[config.mk]
export PLATFORM = sky130hd
export DESIGN_NAME = spi_ram_sp
export DESIGN_NICKNAME = d
export VERILOG_FILES = /design/src/rtl/spi_ram_sp.sv
export SDC_FILE = /design/constraint.sdc
export NUM_CORES = 2
export LEC_CHECK = 0
export ABC_AREA = 0
export BUFFER_PORTS_ARGS = -buffer_cell sky130_fd_sc_hd__buf_2
export CAP_MARGIN = 20
export CELL_PAD_IN_SITES_DETAIL_PLACEMENT = 0
export CELL_PAD_IN_SITES_GLOBAL_PLACEMENT = 1
export CORE_MARGIN = 5
export CORE_UTILIZATION = 50
export CTS_CLUSTER_DIAMETER = 40
export DETAILED_ROUTE_END_ITERATION = 16
export PLACE_DENSITY = 0.76
export REMOVE_ABC_BUFFERS = 1
export SYNTH_ARGS = -nofsm -noshare
export SYNTH_HDL_FRONTEND = slang
export SYNTH_SLANG_ARGS = --single-unit
[constraint.sdc]
create_clock -name clk -period 4.55 [get_ports clk]
set_input_delay 0.6825 -clock clk [delete_from_list [all_inputs] [get_ports clk]]
set_output_delay 0.6825 -clock clk [all_outputs]
set_load 0.1 [all_outputs]
[src/rtl/spi_ram_sp.sv]
// Purpose : single-port 8-bit RAM executing 10-bit SPI command words (address/data, write/read).
// Latency : writes commit on the rx_valid edge; dout/tx_valid register on that edge, visible next cycle.
// Backpressure: none; every rx_valid cycle executes one command, and tx_valid holds until the next command.
//
// Ports:
//   clk, rst          rising-edge clock, asynchronous active-high reset
//   rx_din[9:0]       [9:8] command, [7:0] payload
//   rx_valid          one command per cycle high
//   dout[7:0]         read data to the SPI slave
//   tx_valid          dout valid, cleared by any accepted non-RD_DATA command
//   seq_err           sticky, set when a data command arrives before its address
// Configuration: define ADDR_AUTOINC_EN to post-increment (with wrap) the write/read
//   address after each successful WR_DATA / RD_DATA.
module spi_ram_sp #(
  parameter int MEM_DEPTH = 256,
  parameter int ADDR_SIZE = 8
) (
  input  logic       clk,
  input  logic       rst,
  input  logic [9:0] rx_din,
  input  logic       rx_valid,
  output logic [7:0] dout,
  output logic       tx_valid,
  output logic       seq_err
);

  localparam logic [1:0] CMD_WR_ADDR = 2'b00;
  localparam logic [1:0] CMD_WR_DATA = 2'b01;
  localparam logic [1:0] CMD_RD_ADDR = 2'b10;
  localparam logic [1:0] CMD_RD_DATA = 2'b11;

  // One extra bit so MEM_DEPTH == 2**ADDR_SIZE is representable.
  localparam logic [ADDR_SIZE:0] DEPTH_L = (ADDR_SIZE + 1)'(MEM_DEPTH);

  // State bit 0 = write address seen, bit 1 = read address seen.
  typedef enum logic [1:0] {
    NO_ADDR  = 2'b00,
    WR_READY = 2'b01,
    RD_READY = 2'b10,
    BOTH     = 2'b11
  } state_t;

  state_t state, state_n;
  logic   wr_ok, rd_ok;

  logic [7:0]           mem [MEM_DEPTH];
  logic [ADDR_SIZE-1:0] wr_addr, rd_addr;

  logic [1:0]           cmd;
  logic [ADDR_SIZE-1:0] addr_pl;
  logic                 wr_in_range, rd_in_range;
  logic                 wr_addr_cmd, rd_addr_cmd;
  logic                 wr_en;

  assign cmd         = rx_din[9:8];
  assign addr_pl     = rx_din[ADDR_SIZE-1:0];
  assign wr_in_range = ({1'b0, wr_addr} < DEPTH_L);
  assign rd_in_range = ({1'b0, rd_addr} < DEPTH_L);
  assign wr_addr_cmd = rx_valid && (cmd == CMD_WR_ADDR);
  assign rd_addr_cmd = rx_valid && (cmd == CMD_RD_ADDR);

`ifdef ADDR_AUTOINC_EN
  // Wrap to 0 after the last valid location (also recovers out-of-range addresses).
  function automatic logic [ADDR_SIZE-1:0] inc_addr(input logic [ADDR_SIZE-1:0] a);
    if ({1'b0, a} >= DEPTH_L - 1'b1) return '0;
    else return a + ADDR_SIZE'(1);
  endfunction
`endif

  // FSM: state register
  always_ff @(posedge clk or posedge rst) begin
    if (rst) state <= NO_ADDR;
    else     state <= state_n;
  end

  // FSM: next state; an address command only ever adds its own flag.
  always_comb begin
    state_n = state;
    case (state)
      NO_ADDR: begin
        if (wr_addr_cmd)      state_n = WR_READY;
        else if (rd_addr_cmd) state_n = RD_READY;
      end
      WR_READY: if (rd_addr_cmd) state_n = BOTH;
      RD_READY: if (wr_addr_cmd) state_n = BOTH;
      BOTH:     state_n = BOTH;
      default:  state_n = NO_ADDR;
    endcase
  end

  // FSM: outputs
  always_comb begin
    wr_ok = 1'b0;
    rd_ok = 1'b0;
    case (state)
      WR_READY: wr_ok = 1'b1;
      RD_READY: rd_ok = 1'b1;
      BOTH: begin
        wr_ok = 1'b1;
        rd_ok = 1'b1;
      end
      default: ;
    endcase
  end

  assign wr_en = rx_valid && (cmd == CMD_WR_DATA) && wr_ok && wr_in_range;

  // Array has no reset; the !rst term blocks a write on an edge that coincides with reset.
  always_ff @(posedge clk) begin
    if (wr_en && !rst) mem[wr_addr] <= rx_din[7:0];
  end

  always_ff @(posedge clk or posedge rst) begin
    if (rst) begin
      wr_addr  <= '0;
      rd_addr  <= '0;
      dout     <= 8'h00;
      tx_valid <= 1'b0;
      seq_err  <= 1'b0;
    end else if (rx_valid) begin
      case (cmd)
        CMD_WR_ADDR: begin
          wr_addr  <= addr_pl;
          tx_valid <= 1'b0;
        end
        CMD_WR_DATA: begin
          tx_valid <= 1'b0;
          if (wr_ok) begin
`ifdef ADDR_AUTOINC_EN
            wr_addr <= inc_addr(wr_addr);
`endif
          end else begin
            seq_err <= 1'b1;
          end
        end
        CMD_RD_ADDR: begin
          rd_addr  <= addr_pl;
          tx_valid <= 1'b0;
        end
        default: begin // RD_DATA: a rejected read leaves dout/tx_valid untouched
          if (rd_ok) begin
            dout     <= rd_in_range ? mem[rd_addr] : 8'h00;
            tx_valid <= 1'b1;
`ifdef ADDR_AUTOINC_EN
            rd_addr  <= inc_addr(rd_addr);
`endif
          end else begin
            seq_err <= 1'b1;
          end
        end
      endcase
    end
  end

endmodule

==> load_flow_metrics.sql <==
INSERT INTO impl_metrics (metric_group, metric, value, unit) VALUES
('power_and_ir_drop', 'vdd_ir_drop_max', '0.504', 'mV'),
('critical_path', 'worstSetupEndpointType', 'register', ''),
('timing', 'holdWs', '0.153', 'ns'),
('timing', 'slew_headroom', '14.0', '%'),
('timing', 'timing.fmax', '0.257', 'GHz'),
('clocking', 'post-cts-setup-buffers', '0', ''),
('final_layout', 'design_area', '0.0948', 'mm^2'),
('power_and_ir_drop', 'power.leakage', '30.9', 'nW'),
('placed_design', 'gp_routability_congestion', '0.903', ''),
('power_and_ir_drop', 'power.total', '48.9', 'mW'),
('routing', 'postRouteWirelength', '222000', 'um'),
('global_routing', 'grt_antenna_before_repair', '12', ''),
('timing', 'timing_max_transition_violations_final', '0', ''),
('timing', 'finalHoldViolations', '0', ''),
('clocking', 'clock_latency_on_the_worst_skew_pair', '0.93', 'ns'),
('logic_synthesis', 'synthDistinctLibCells', '72', ''),
('timing', 'finalCriticalPeriod', '3.89', 'ns'),
('global_routing', 'global_route.usage.total', '26.1', '%'),
('logic_synthesis', 'synthDominantCellAreaShare', '75.6', '%'),
('final_layout', 'final-seq-area', '0.0622', 'mm^2'),
('critical_path', 'worst_ep_arrival_time', '4.68', 'ns'),
('clocking', 'numCtsBuffers', '280', ''),
('logic_synthesis', 'synth_xor_area_share', '0', '%'),
('routing', 'first_pass_iters', '6', ''),
('timing', 'fin_crit_sh', '85.4', '%'),
('die', 'die-area', '0.171', 'mm^2'),
('logic_synthesis', 'post_synth_and_or_nand_nor_area_fraction', '3.07', '%'),
('final_layout', 'filler_cell_count', '11700', ''),
('critical_path', 'worstSetupPathType', 'register to register', ''),
('clocking', 'total_of_cells_resized_after_clock_tree_synthesis', '0', ''),
('logic_synthesis', 'synth_enable_flop_cells', '2048', ''),
('timing', 'setup_viol', '0', ''),
('final_layout', 'layout.cells.most_common_list', 'sky130_fd_sc_hd__edfxtp_1, sky130_fd_sc_hd__buf_4, sky130_fd_sc_hd__mux4_2', ''),
('routing', 'drcViolationCount', '0', ''),
('die', 'initial_core_util', '50.1', '%'),
('logic_synthesis', 'asyncSetResetFlopFracSynth', '1.35', '%'),
('timing', 'setup-tns-final', '0', 'ns'),
('routing', 'via_count', '43000', ''),
('logic_synthesis', 'syn_area_per_cell', '20.6', 'um^2'),
('logic_synthesis', 'synth_seq_cells', '2076', ''),
('logic_synthesis', 'adder_cell_fraction_of_synth_area', '0', '%'),
('logic_synthesis', 'synthesis.area', '0.0813', 'mm^2'),
('die', 'io_pins', '23', ''),
('logic_synthesis', 'synth-compound-area-share', '3.26', '%'),
('logic_synthesis', 'cell_type_with_the_highest_aggregate_area_in_the_netlist', 'sky130_fd_sc_hd__edfxtp_1', ''),
('routing', 'detailedRoute.firstIterationViolations', '6350', ''),
('clocking', 'cts.root.buffer_cell', 'sky130_fd_sc_hd__clkbuf_16', ''),
('critical_path', 'setup.worst_path.start_class', 'register', ''),
('logic_synthesis', 'yosysWarningCount', '0', ''),
('critical_path', 'timing.critical_path.fanout_max', '16', ''),
('die', 'chipWidth', '413', 'um'),
('global_routing', 'grt_start_max_net_pins', '137', ''),
('clocking', 'clock_sinks', '2076', ''),
('status', 'result_of_the_run', 'finished, final reports clean', ''),
('critical_path', 'critical_path_required', '5.34', 'ns'),
('routing', 'wire_per_inst', '32.8', 'um'),
('global_routing', 'first_global_vias', '42700', ''),
('die', 'core', '0.162', 'mm^2'),
('run', 'maxCapViolations', '0', ''),
('min_path', 'hold_path.class', 'primary input to register', ''),
('power_and_ir_drop', 'power_per_cell_area', '516', 'mW/mm^2'),
('logic_synthesis', 'post_synth_main_area_contributors', 'sky130_fd_sc_hd__edfxtp_1, sky130_fd_sc_hd__mux4_2, sky130_fd_sc_hd__mux2i_1', ''),
('routing', 'via_per_instance_ratio', '6.33', ''),
('timing', 'worst_slew_pin_slew', '1.29', 'ns'),
('logic_synthesis', 'yosysSeqAreaShare', '76.5', '%'),
('logic_synthesis', 'yosys_most_used_dff', 'sky130_fd_sc_hd__edfxtp_1', ''),
('clocking', 'clk_transition_reported_paths', '0.06', 'ns'),
('global_routing', 'grt_pass1_wl', '316000', 'um'),
('timing', 'rsz0062_at_grt', 'false', ''),
('final_layout', 'area_of_the_multi_input_gates', '0.0174', 'mm^2'),
('die', 'fp-row-count', '148', '');
## logic make-up (layout without fill, tap and decap cells)
group           after synthesis  count (layout)
simple gates                577             577
mux                         680             680
other cells                   0               4
buf+inv                     240             895
flops                      2076            2076
compound gates              383             383
## metal layers
layer	vias up	wire length [um]	GRT usage, %	share of wire [%]
li1	17400	-	-	-
met1	22400	84200	36.6	38
met2	2666	102000	39.2	46
met3	496	26600	7.58	12
met4	6	9570	10.4	4.3
met5	-	100	0.345	0.045
## path summary, 6_finish.rpt
kind	start	end	slack, ns	cells past startpoint
worst max-delay path	rd_addr[5]	dout[0]	0.66	7
worst min-delay path	rx_din[9]	seq_err	0.15	3
worst max register to register	rd_addr[5]	dout[0]	0.66	7
worst min register to register	state[0]	state[0]	0.47	1
max in group asynchronous	rst	rd_addr[4]	3.58	4
min in group asynchronous	rst	tx_valid	0.52	4
## metrics by stage
step | instances | setup slack, ns | util, %
2_1_floorplan | 3722 | -18.09 | -
3_3_place_gp | 6299 | 0.585 | 52.8
3_5_place_dp | 6302 | 0.819 | 52.8
4_1_cts | 6785 | 0.766 | 58.4
5_1_grt | 6786 | 0.666 | 58.4
6_report | 6790 | 0.663 | 58.4
## synth_stat cells (all sizes together), types with 5 or more instances
cell	instances
edfxtp	2048
mux4	409
nor2	308
mux2i	243
buf	159
nand2	121
o22ai	81
clkbuf	73
a21oi	64
a22oi	50
nand3	45
o221ai	38
o21ai	34
dfrtp	28
mux2	28
a211oi	27
a2111oi	21
nor3	17
a31oi	16
nand4	14
nor2b	13
nor4	10
nand2b	9
o21a	9
a211o	7
and2	6
inv	6
o211ai	6
or2	6
or3	6
nand3b	5
or3b	5
## flip-flops by register name (all words and copies together), names as in the netlist
register / cells
state: 2
dout: 8
tx_valid: 1
seq_err: 1
wr_addr: 8
rd_addr: 8
mem: 2048
## critical path, cell delays in order (launching register included)
cell and delay, ns:
sky130_fd_sc_hd__dfrtp_1 0.74, sky130_fd_sc_hd__nor2_1 0.92, sky130_fd_sc_hd__nand2_1 0.77, sky130_fd_sc_hd__a2111oi_0 0.65, sky130_fd_sc_hd__a211oi_1 0.16, sky130_fd_sc_hd__o2111ai_1 0.15
sky130_fd_sc_hd__nor3b_1 0.12, sky130_fd_sc_hd__a211o_1 0.24
## final cells by class
| type | instances | area share, % |
|---|---|---|
| Multi-Input combinational cell | 1640 | 18.3 |
| Clock buffer | 324 | 7.78 |
| Sequential cell | 2076 | 65.6 |
| Timing Repair Buffer | 409 | 3.56 |
| Inverter | 6 | 0.0264 |
| Clock inverter | 156 | 1.80 |
| Antenna cell | 4 | 0.0106 |
| Tap cell | 2175 | 2.87 |
## report_power, final
| group | leakage, nW | switching, mW | total, mW | internal (mW) |
|---|---|---|---|---|
| Clock | 4.37 | 8.11 | 21.3 | 13.2 |
| Combinational | 7.79 | 3.98 | 6.17 | 2.19 |
| Sequential | 18.7 | 0.288 | 21.4 | 21.1 |
No activity file was read; power rests on OpenSTA's default activity.
